--- src/rtl/alu_op_sequencer.sv ---
// alu_op_sequencer: registered ALU select sequencer.
// Expands decoded instruction classes into one ALU micro-op per cycle.
module alu_op_sequencer #(
    parameter int           SHAMT_W  = 3,
    parameter logic [2:0]   NOP_CODE = 3'b111
) (
    input  logic               Clk,
    input  logic               Reset_n,
    input  logic [2:0]         ALUOp,
    input  logic [1:0]         opType,
    input  logic [SHAMT_W-1:0] ShAmt,
    input  logic               InValid,
    output logic               InReady,
    input  logic               Stall,
    output logic [2:0]         ALUOpFinal,
    output logic               OpValid,
    output logic [SHAMT_W-1:0] StepIdx,
    output logic               StepLast
);

    localparam logic ST_IDLE  = 1'b0;
    localparam logic ST_ISSUE = 1'b1;

    localparam logic [SHAMT_W-1:0] ONE  = SHAMT_W'(1);
    localparam logic [SHAMT_W-1:0] TWO  = SHAMT_W'(2);
    localparam logic [SHAMT_W-1:0] ZERO = '0;

    logic               state_q, state_d;
    logic [2:0]         sel_q, sel_d;
    logic [SHAMT_W-1:0] n_q, n_d;
    logic [SHAMT_W-1:0] cnt_q, cnt_d;

    logic [2:0]         dec_sel;
    logic [SHAMT_W-1:0] dec_n;
    logic               accept;
    logic               advance;
    logic               last;

    // Decode the presented instruction into its select and step count
    always_comb begin
        dec_sel = NOP_CODE;
        dec_n   = ONE;
        unique case (ALUOp)
            3'b000: begin
                unique case (opType)
                    2'b00: dec_sel = 3'b000;
                    2'b01: dec_sel = 3'b100;
                    2'b10: dec_sel = 3'b101;
                    2'b11: dec_sel = 3'b110;
                endcase
            end
            3'b001: dec_sel = 3'b001;
            3'b010, 3'b011: begin
                if (ShAmt == ZERO) begin
                    dec_sel = NOP_CODE;
                    dec_n   = ONE;
                end else begin
                    dec_sel = ALUOp;
                    dec_n   = ShAmt;
                end
            end
            3'b100, 3'b101: dec_sel = 3'b000;
            3'b110: dec_sel = NOP_CODE;
            3'b111: begin
                unique case (opType)
                    2'b00: dec_sel = 3'b000;
                    2'b01: dec_sel = 3'b001;
                    2'b10: begin
                        dec_sel = 3'b000;
                        dec_n   = TWO;
                    end
                    2'b11: dec_sel = NOP_CODE;
                endcase
            end
        endcase
    end

    assign OpValid    = (state_q == ST_ISSUE);
    assign last       = OpValid & (cnt_q == (n_q - ONE));
    assign StepLast   = last;
    assign InReady    = Reset_n & (~OpValid | (last & ~Stall));
    assign accept     = InValid & InReady;
    assign advance    = OpValid & ~Stall;
    assign ALUOpFinal = sel_q;
    assign StepIdx    = cnt_q;

    // Next-state: accept wins, then completion, then step advance
    always_comb begin
        state_d = state_q;
        sel_d   = sel_q;
        n_d     = n_q;
        cnt_d   = cnt_q;
        if (accept) begin
            state_d = ST_ISSUE;
            sel_d   = dec_sel;
            n_d     = dec_n;
            cnt_d   = ZERO;
        end else if (advance && last) begin
            state_d = ST_IDLE;
            sel_d   = NOP_CODE;
            n_d     = ONE;
            cnt_d   = ZERO;
        end else if (advance) begin
            cnt_d   = cnt_q + ONE;
        end
    end

    // State registers, cleared asynchronously
    always_ff @(posedge Clk or negedge Reset_n) begin
        if (!Reset_n) begin
            state_q <= ST_IDLE;
            sel_q   <= NOP_CODE;
            n_q     <= ONE;
            cnt_q   <= ZERO;
        end else begin
            state_q <= state_d;
            sel_q   <= sel_d;
            n_q     <= n_d;
            cnt_q   <= cnt_d;
        end
    end

endmodule

--- config.mk ---
export PLATFORM = sky130hd
export DESIGN_NAME = alu_op_sequencer
export DESIGN_NICKNAME = d
export VERILOG_FILES = /design/src/rtl/alu_op_sequencer.sv
export SDC_FILE = /design/constraint.sdc
export NUM_CORES = 1
export LEC_CHECK = 0
export ABC_AREA = 1
export CAP_MARGIN = 20
export CORE_MARGIN = 2
export CORE_UTILIZATION = 55
export CTS_CLUSTER_DIAMETER = 50
export DETAILED_ROUTE_END_ITERATION = 10
export DONT_BUFFER_PORTS = 1
export PLACE_DENSITY_LB_ADDON = 0.3
export SKIP_CTS_REPAIR_TIMING = 1
export SLEW_MARGIN = 10
export SYNTH_ARGS = -nofsm -noshare
export SYNTH_HDL_FRONTEND = slang
export SYNTH_SLANG_ARGS = --single-unit
--- constraint.sdc ---
create_clock -name Clk -period 2.4 [get_ports Clk]
set_input_delay 0.12 -clock Clk [delete_from_list [all_inputs] [get_ports Clk]]
set_output_delay 0.12 -clock Clk [all_outputs]
set_load 0.01 [all_outputs]
# After elaboration in Yosys (flattened, before gate mapping)
# Index checks and enable logic that the tools add are counted.
# totals
inputBits	12
wordCells	50
register_bits	10
out_inout_bits	9
# op_classes
n_addsub	2
n_reduce_logical	9
bitwise_logic	8
n_eq_ne	11
n_mux	16
# op_table
op	count
$mux 3	9
$pmux 3 s6	1
$eq 3x3->1 const B	4
$pmux 3 s4	1
$pmux 3 s3	1
$eq 3x2->1 const B	2
$logic_not 3->1	2
$pmux 3 s2	1
$reduce_or 2->1	3
$and 1x1->1	5
$eq 2x2->1 const B	2
$add 3x1->3 const B	1
$eq 3x1->1 const B	1
$eq 3x3->1	1
$reduce_bool 3->1	1
$sub 3x1->3 const B	1
$eq 2x1->1 const B	1
$logic_not 2->1	1
$mux 1	2
$mux 2	1
$not 1->1	2
$reduce_bool 2->1	1
$logic_and 1x1->1	1
$or 1x1->1	1

# Longest topological paths before layout
# Gate-level depths: netlist (run 1).
# depth
word_depth	8
mapped_depth	11

# Least setup slack after synthesis (run 1)
# Ideal clock, no wire load.
# synth_path
path_type	reg-to-reg
start	register n_q[0]
end	register cnt_q[0] (netlist: StepIdx[0])
slack_ps	766
period_less_slack_ps	1634
arrival_ps	1516
setup_ps	118
t_required_ps	2282
stages_incl_launch_ff	12
path_cell_list	dfstp_2 > inv_2 > ha_1 > inv_1 > nand2_1 > nand2_1 > nor2_4 > nand3_4 > nand2_4 > nand3_4 > nand3_1 > nand2_1
# synth_between
elab_chain_len	8
word_cells_on_any_way	11
# synth_lines
element	line_no	text
start: declaration	30	logic [SHAMT_W-1:0] n_q, n_d;
start signal: assignment	118	n_q <= n_d;
$sub 3x1->3 *	79	assign last = OpValid & (cnt_q == (n_q - ONE));
$eq 3x3->1 *	79	
$and 1x1->1 *	79	
$and 1x1->1	81	assign InReady = Reset_n & (~OpValid | (last & ~Stall));
$or 1x1->1	81	
$and 1x1->1	81	
$and 1x1->1	82	assign accept = InValid & InReady;
$reduce_bool 3->1 (no line) / $mux 3 (equally long branches)	--	
end signal: assignment	119	cnt_q <= cnt_d;
end: declaration	31	logic [SHAMT_W-1:0] cnt_q, cnt_d;
# Mark *: on every way between the ends. The rest lies on a longest branch, timed or not.
# A chain may end at the register's enable or synchronous reset.

# Final worst setup path (run 1)
# layout_path
start	register n_q[0]
end	output port InReady
# layout_between
elab_chain_len	6
# layout_lines
element	line_no	text
$sub 3x1->3	79	
$eq 3x3->1	79	
$and 1x1->1	79	
$and 1x1->1	81	
$or 1x1->1	81	
$and 1x1->1	81	
end: declaration	13	output logic InReady,
# No other way between the ends.

==> metrics.cfg, run 1 <==
[run_status]
status = finished clean

[place]
routabilityCongestion = 0.855
post-dp-hpwl_mm = 1.34
io_buffers = 0

[pwr]
leakagePower_uw = 0.000455
cellPowerDensity_nw_per_um2 = 1130
peakVddDrop_mv = 0.542
p_total_uw = 970

[die]
core-area_um2 = 1350
die_w_um = 42.5
num_io_pins = 21
initial_core_util_pct = 60.3
die_h_um = 42.5
rows = 13
die_area_um2 = 1800

[layout]
area_growth_pct = 5.84
n_antenna_cell = 0
mostFrequentLayoutCell = nand2_1
layout_common_cells = nand2_1, inv_1, nand3_1, dfrtp_1, o311ai_0
nets = 135
layout-drive-gt1-share_pct = 15.8
utilization_pct = 63.9

[timing]
min_period_over_period_pct = 81.5
tightest_slew_ps = 456
hold_viol_final = 0
slew_headroom_pct = 69.5
setup_tns_ps = 0
finalMaxSlewViolations = 0
clock_skew_ps = 6.28
setup_viol = 0
max_freq_ghz = 0.511
rsz0062_at_grt = no
post-route-min-period_ps = 1960
whs_ps = 4.70

[global_route]
grt_pass1_wl_mm = 2.91
grt-ovfl-total = 0
grt_pass1_vias = 729
antenna_found_initial = 0
grt.total_usage_pct = 21.1
grt_max_degree = 17

[hold_path]
hold_path.class = input port to register

[route]
drtAntennaViolNets = 0
drc = 0
vias = 762
wl_mm = 1.70
drt_pre_antenna_iters = 4
viasPerCell = 5.64
wl_per_cell_um = 12.6
drtIter0Drc = 13

[cts]
cts_made_buffers = 3
clock_latency_ps = 270
cts_tree = yes
clk_pin_slew_ps = 70
cts_max_path_buffers = 2
cts_sinks = 10
h-tree-depth = 1
cts-root-buf = clkbuf_4

[setup_path]
end_kind = primary output
crit_fanout = 8
path_cells = inv_2 -> ha_1 -> inv_1 -> nand2_1 -> nand2_1 -> nor2_4 -> nand3_4 -> a21oi_1
critPathRequiredTime_ps = 2280
crit_family = flip-flops
critPathKind = register to primary output
cp-start-kind = register
crit_buf_inv = 2
critical_path.most_common_cell = nand2_1
arrival_ps = 1840
slowest_stage = dfstp_2
critPathMaxStageDelay_ps = 530

[synthesis]
syn_nets = 130
synth.distinct_cells = 25
syn_area_um2 = 815
ys_seq_area_share_pct = 31.3
ys_ff_latch = 10
syn_area_per_cell_um2 = 7.02
yosys_warnings = 0
syn-instance-count = 116

[run]
drv_cap = 0

## worst paths after layout
kind	end	slack (ps)	cells past startpoint	from
min in group asynchronous	n_q[2]	230	1	Reset_n
max	InReady	440	8	n_q[0]
min	n_q[2]	5	2	ShAmt[2]
max in group asynchronous	ALUOpFinal[2]	1820	1	Reset_n
min reg2reg	n_q[1]	610	2	n_q[1]
max reg2reg	StepIdx[0]	610	11	n_q[0]
## state kept, by name (all words and copies together), names as in the netlist
signal / count
ALUOpFinal: 3
OpValid: 1
StepIdx: 3
n_q: 3
## power by group
| part | switching (uW) | internal, uW | leakage (uW) |
|---|---|---|---|
| Combinational | 292 | 168 | 0.000320 |
| Clock | 59.6 | 64.3 | 0.0000150 |
| Sequential | 124 | 261 | 0.000120 |
## cell usage after synthesis
library cell,instances,area share [%]
nand2_1,29,13
inv_1,22,10
nand3_1,8,4.9
dfrtp_1,6,18
o311ai_0,6,6.5
nand4_1,5,3.8
nor2_1,5,2.3
o21ai_0,5,3.1
dfstp_2,4,13
inv_2,4,1.8
a21oi_1,3,1.8
ha_1,2,3.1
nand2_2,2,1.5
nand3_4,2,4.3
nor3_1,2,1.2
o21ai_1,2,1.2
buf_4,1,0.92
nand2_4,1,1.4
nand3_2,1,1.2
nor2_2,1,0.77
nor2_4,1,1.4
o21bai_1,1,0.92
o311ai_1,1,1.1
or2_1,1,0.77
xor2_1,1,1.1
## metrics by stage
| step | std cells | worst slack [ps] | area, um2 |
|---|---|---|---|
| floorplan | 116 | 766 | 815 |
| global placement | 130 | 690 | 826 |
| detailed placement | 130 | 627 | 826 |
| CTS | 134 | 429 | 852 |
| global route | 135 | 326 | 862 |
| finish | 135 | 445 | 862 |
## cell type report
type	count	area, um2
Clock buffer	4	26.3
Fill cell	124	488
Inverter	26	97.6
Multi-Input combinational cell	79	454
Sequential cell	10	255
Tap cell	15	18.8
Timing Repair Buffer	1	10.0
## kinds of logic (layout without fill, tap and decap cells)
kind of cell,Yosys count,in the layout,synth area share (%)
compound gates,18,18,14.6
buf+inv,27,31,12.9
flops,10,10,31.3
simple gates,58,58,37.0
xor+xnor,1,1,1.08
fa+ha+maj,2,2,3.07
## metal layers
metal	vias up	share of wire (%)	GRT usage, %
li1	392	-	-
met1	331	43	26.1
met2	33	48	34.2
met3	6	6.5	3.02
met4	0	2.8	13.1
met5	-	0	0
(Power assumes the default switching activity.)
==> run 2: changes to the inputs <==
==> constraint.sdc (replaced) <==
create_clock -name Clk -period 1.9 [get_ports Clk]
set_input_delay 0.095 -clock Clk [delete_from_list [all_inputs] [get_ports Clk]]
set_output_delay 0.095 -clock Clk [all_outputs]
set_load 0.01 [all_outputs]
==> run 2 against run 1 <==
The run now ends with negative hold slack left. Clock-buffer cell count did not move. Critical path depth is the same. Utilization grew 3.6 points. Worst hold slack lost 16 ps. Critical path type unchanged. Critical endpoint unchanged. Highest routed layer unchanged.
==> metrics.cfg, run 2 (same netlist as run 1, synthesis figures left out) <==
[layout]
multi_input_area_um2 = 478  ; was 454 um2
area_growth_pct = 11.8  ; was 5.84%
utilization_pct = 67.5  ; was 63.9%
n_antenna_cell = 0  ; unchanged
fillers = 117  ; was 124
final_area_um2 = 911  ; was 862 um2
mostFrequentLayoutCell = nand2_1  ; unchanged
seq_area_um2 = 255  ; unchanged
finalNonFillerCells = 138  ; was 135
layout-drive-gt1-share_pct = 18.7  ; was 15.8%
layout_common_cells = nand2_1, inv_1, nand3_1, dfrtp_1, o311ai_0  ; unchanged
nets = 138  ; was 135

[route]
drtIter0Drc = 11  ; was 13
drtAntennaViolNets = 0  ; unchanged
drc = 0  ; unchanged
wl_mm = 1.85  ; was 1.70 mm
wl_per_cell_um = 13.4  ; was 12.6 um
viasPerCell = 5.75  ; was 5.64
drt_pre_antenna_iters = 4  ; unchanged
vias = 794  ; was 762

[die]
die_h_um = 42.5  ; unchanged
initial_core_util_pct = 60.3  ; unchanged
die_w_um = 42.5  ; unchanged
core-area_um2 = 1350  ; unchanged
num_io_pins = 21  ; unchanged
rows = 13  ; unchanged
die_area_um2 = 1800  ; unchanged

[timing]
hold_viol_final = 4  ; was 0
min_period_over_period_pct = 97.0
max_freq_ghz = 0.542
setup_viol = 0  ; unchanged
post-route-min-period_ps = 1840
tightest_slew_ps = 459  ; was 456 ps
slew_headroom_pct = 69.3  ; was 69.5%
whs_ps = -11.0  ; was 4.70 ps
finalMaxSlewViolations = 0  ; unchanged
clock_skew_ps = 6.66  ; was 6.28 ps

[place]
dp_cells = 131  ; was 130
io_buffers = 0  ; unchanged
placed_area_um2 = 833  ; was 826 um2
post-dp-hpwl_mm = 1.44  ; was 1.34 mm
routabilityCongestion = 0.869  ; was 0.855

[cts]
h-tree-depth = 1  ; unchanged
clock_latency_ps = 270  ; about the same
cts-root-buf = clkbuf_4  ; unchanged
cts_max_path_buffers = 2  ; unchanged
cts_made_buffers = 3  ; unchanged
cts_tree = yes  ; unchanged
clk_pin_slew_ps = 60  ; was 70 ps
cts_sinks = 10  ; unchanged

[setup_path]
critPathMaxStageDelay_ps = 540  ; was 530 ps
end_kind = primary output  ; unchanged
path_cells = inv_2 -> ha_4 -> inv_1 -> nand2_1 -> nand2_1 -> nor2_4 -> nand3_4 -> a21oi_4  ; was inv_2 -> ha_1 -> inv_1 -> nand2_1 -> nand2_1 -> nor2_4 -> nand3_4 -> a21oi_1
critical_path.most_common_cell = nand2_1  ; unchanged
critPathKind = register to primary output  ; unchanged
critPathRequiredTime_ps = 1800  ; was 2280 ps
crit_fanout = 7  ; was 8
cp-start-kind = register  ; unchanged
arrival_ps = 1750  ; was 1840 ps
slowest_stage = dfstp_2  ; unchanged

[hold_path]
hold_path.class = input port to register  ; unchanged

[global_route]
grt_pass1_vias = 695  ; was 729
grt.total_usage_pct = 20.2  ; was 21.1%
antenna_found_initial = 0  ; unchanged
grt_max_degree = 17  ; unchanged
grt-ovfl-total = 0  ; unchanged
grt_pass1_wl_mm = 2.79  ; was 2.91 mm

[pwr]
leakagePower_uw = 0.000470  ; was 0.000455 uW
cellPowerDensity_nw_per_um2 = 1440  ; was 1130 nW/um2
p_comb_share_pct = 52.3  ; was 47.5%
pwr-share-seq_pct = 35.7  ; was 39.8%
switching_share_pct = 48.7  ; was 49.1%
clockPowerShare_pct = 12.0  ; was 12.8%
p_switching_uw = 641  ; was 476 uW
p_int_uw = 674  ; was 494 uW
peakVddDrop_mv = 0.663  ; was 0.542 mV

[run]
drv_cap = 0  ; unchanged

[run_status]
status = finished, violations left  ; was finished clean
violations = negative hold slack

run 2: worst paths after layout:
| kind | endpoint | slack, ps | cells past startpoint | start |
|---|---|---|---|---|
| setup / recovery | InReady | 60 | 8 | n_q[0] |
| hold / removal | ALUOpFinal[1] | -10 | 3 | Reset_n |
| setup reg to reg | StepIdx[0] | 160 | 11 | n_q[0] |
| hold reg to reg | n_q[1] | 610 | 2 | n_q[1] |
| max in group asynchronous | n_q[0] | 1350 | 1 | Reset_n |
| min in group asynchronous | StepIdx[1] | 210 | 1 | Reset_n |
run 2: worst max-delay path: cells and delay by family, from the launching register on:
family | cells | cell delay (ps)
buffers and inverters | 2 | 90
and+or+nand+nor | 4 | 390
DFF | 1 | 540
adders and majority gates | 1 | 260
AOI/OAI and AO/OA | 1 | 210
run 2: cell type report:
| cell class | instances | area share, % |
|---|---|---|
| Timing Repair Buffer | 4 | 3.85 |
| Tap cell | 15 | 2.06 |
| Clock buffer | 4 | 2.88 |
| Multi-Input combinational cell | 79 | 52.5 |
| Sequential cell | 10 | 28.0 |
| Inverter | 26 | 10.7 |
run 2: power groups by stage:
| stage | registers (uW) | logic (uW) | clock network (uW) |
|---|---|---|---|
| floorplan | 438 | 530 | 0 |
| global placement | 465 | 594 | 0 |
| detailed placement | 474 | 620 | 0 |
| CTS | 471 | 624 | 156 |
| global route | 479 | 760 | 168 |
| finish | 469 | 688 | 158 |
run 2: per-layer routing:
layer / GRT usage (%) / up-vias / share of wire (%)
met1: 22.6 / 360 / 41
met2: 36.6 / 32 / 51
met4: 9.38 / 0 / 1.8
li1: - / 397 / -
met5: 0 / - / 0
met3: 3.45 / 5 / 6.1
run 2: through the flow:
step	setup TNS, ps	power (uW)	setup slack (ps)
detailed placement	0	1090	118
floorplan	0	968	266
global placement	0	1060	194
CTS	-72.8	1250	-72.8
global route	-7.41	1410	-7.41
finish	0	1310	56.1
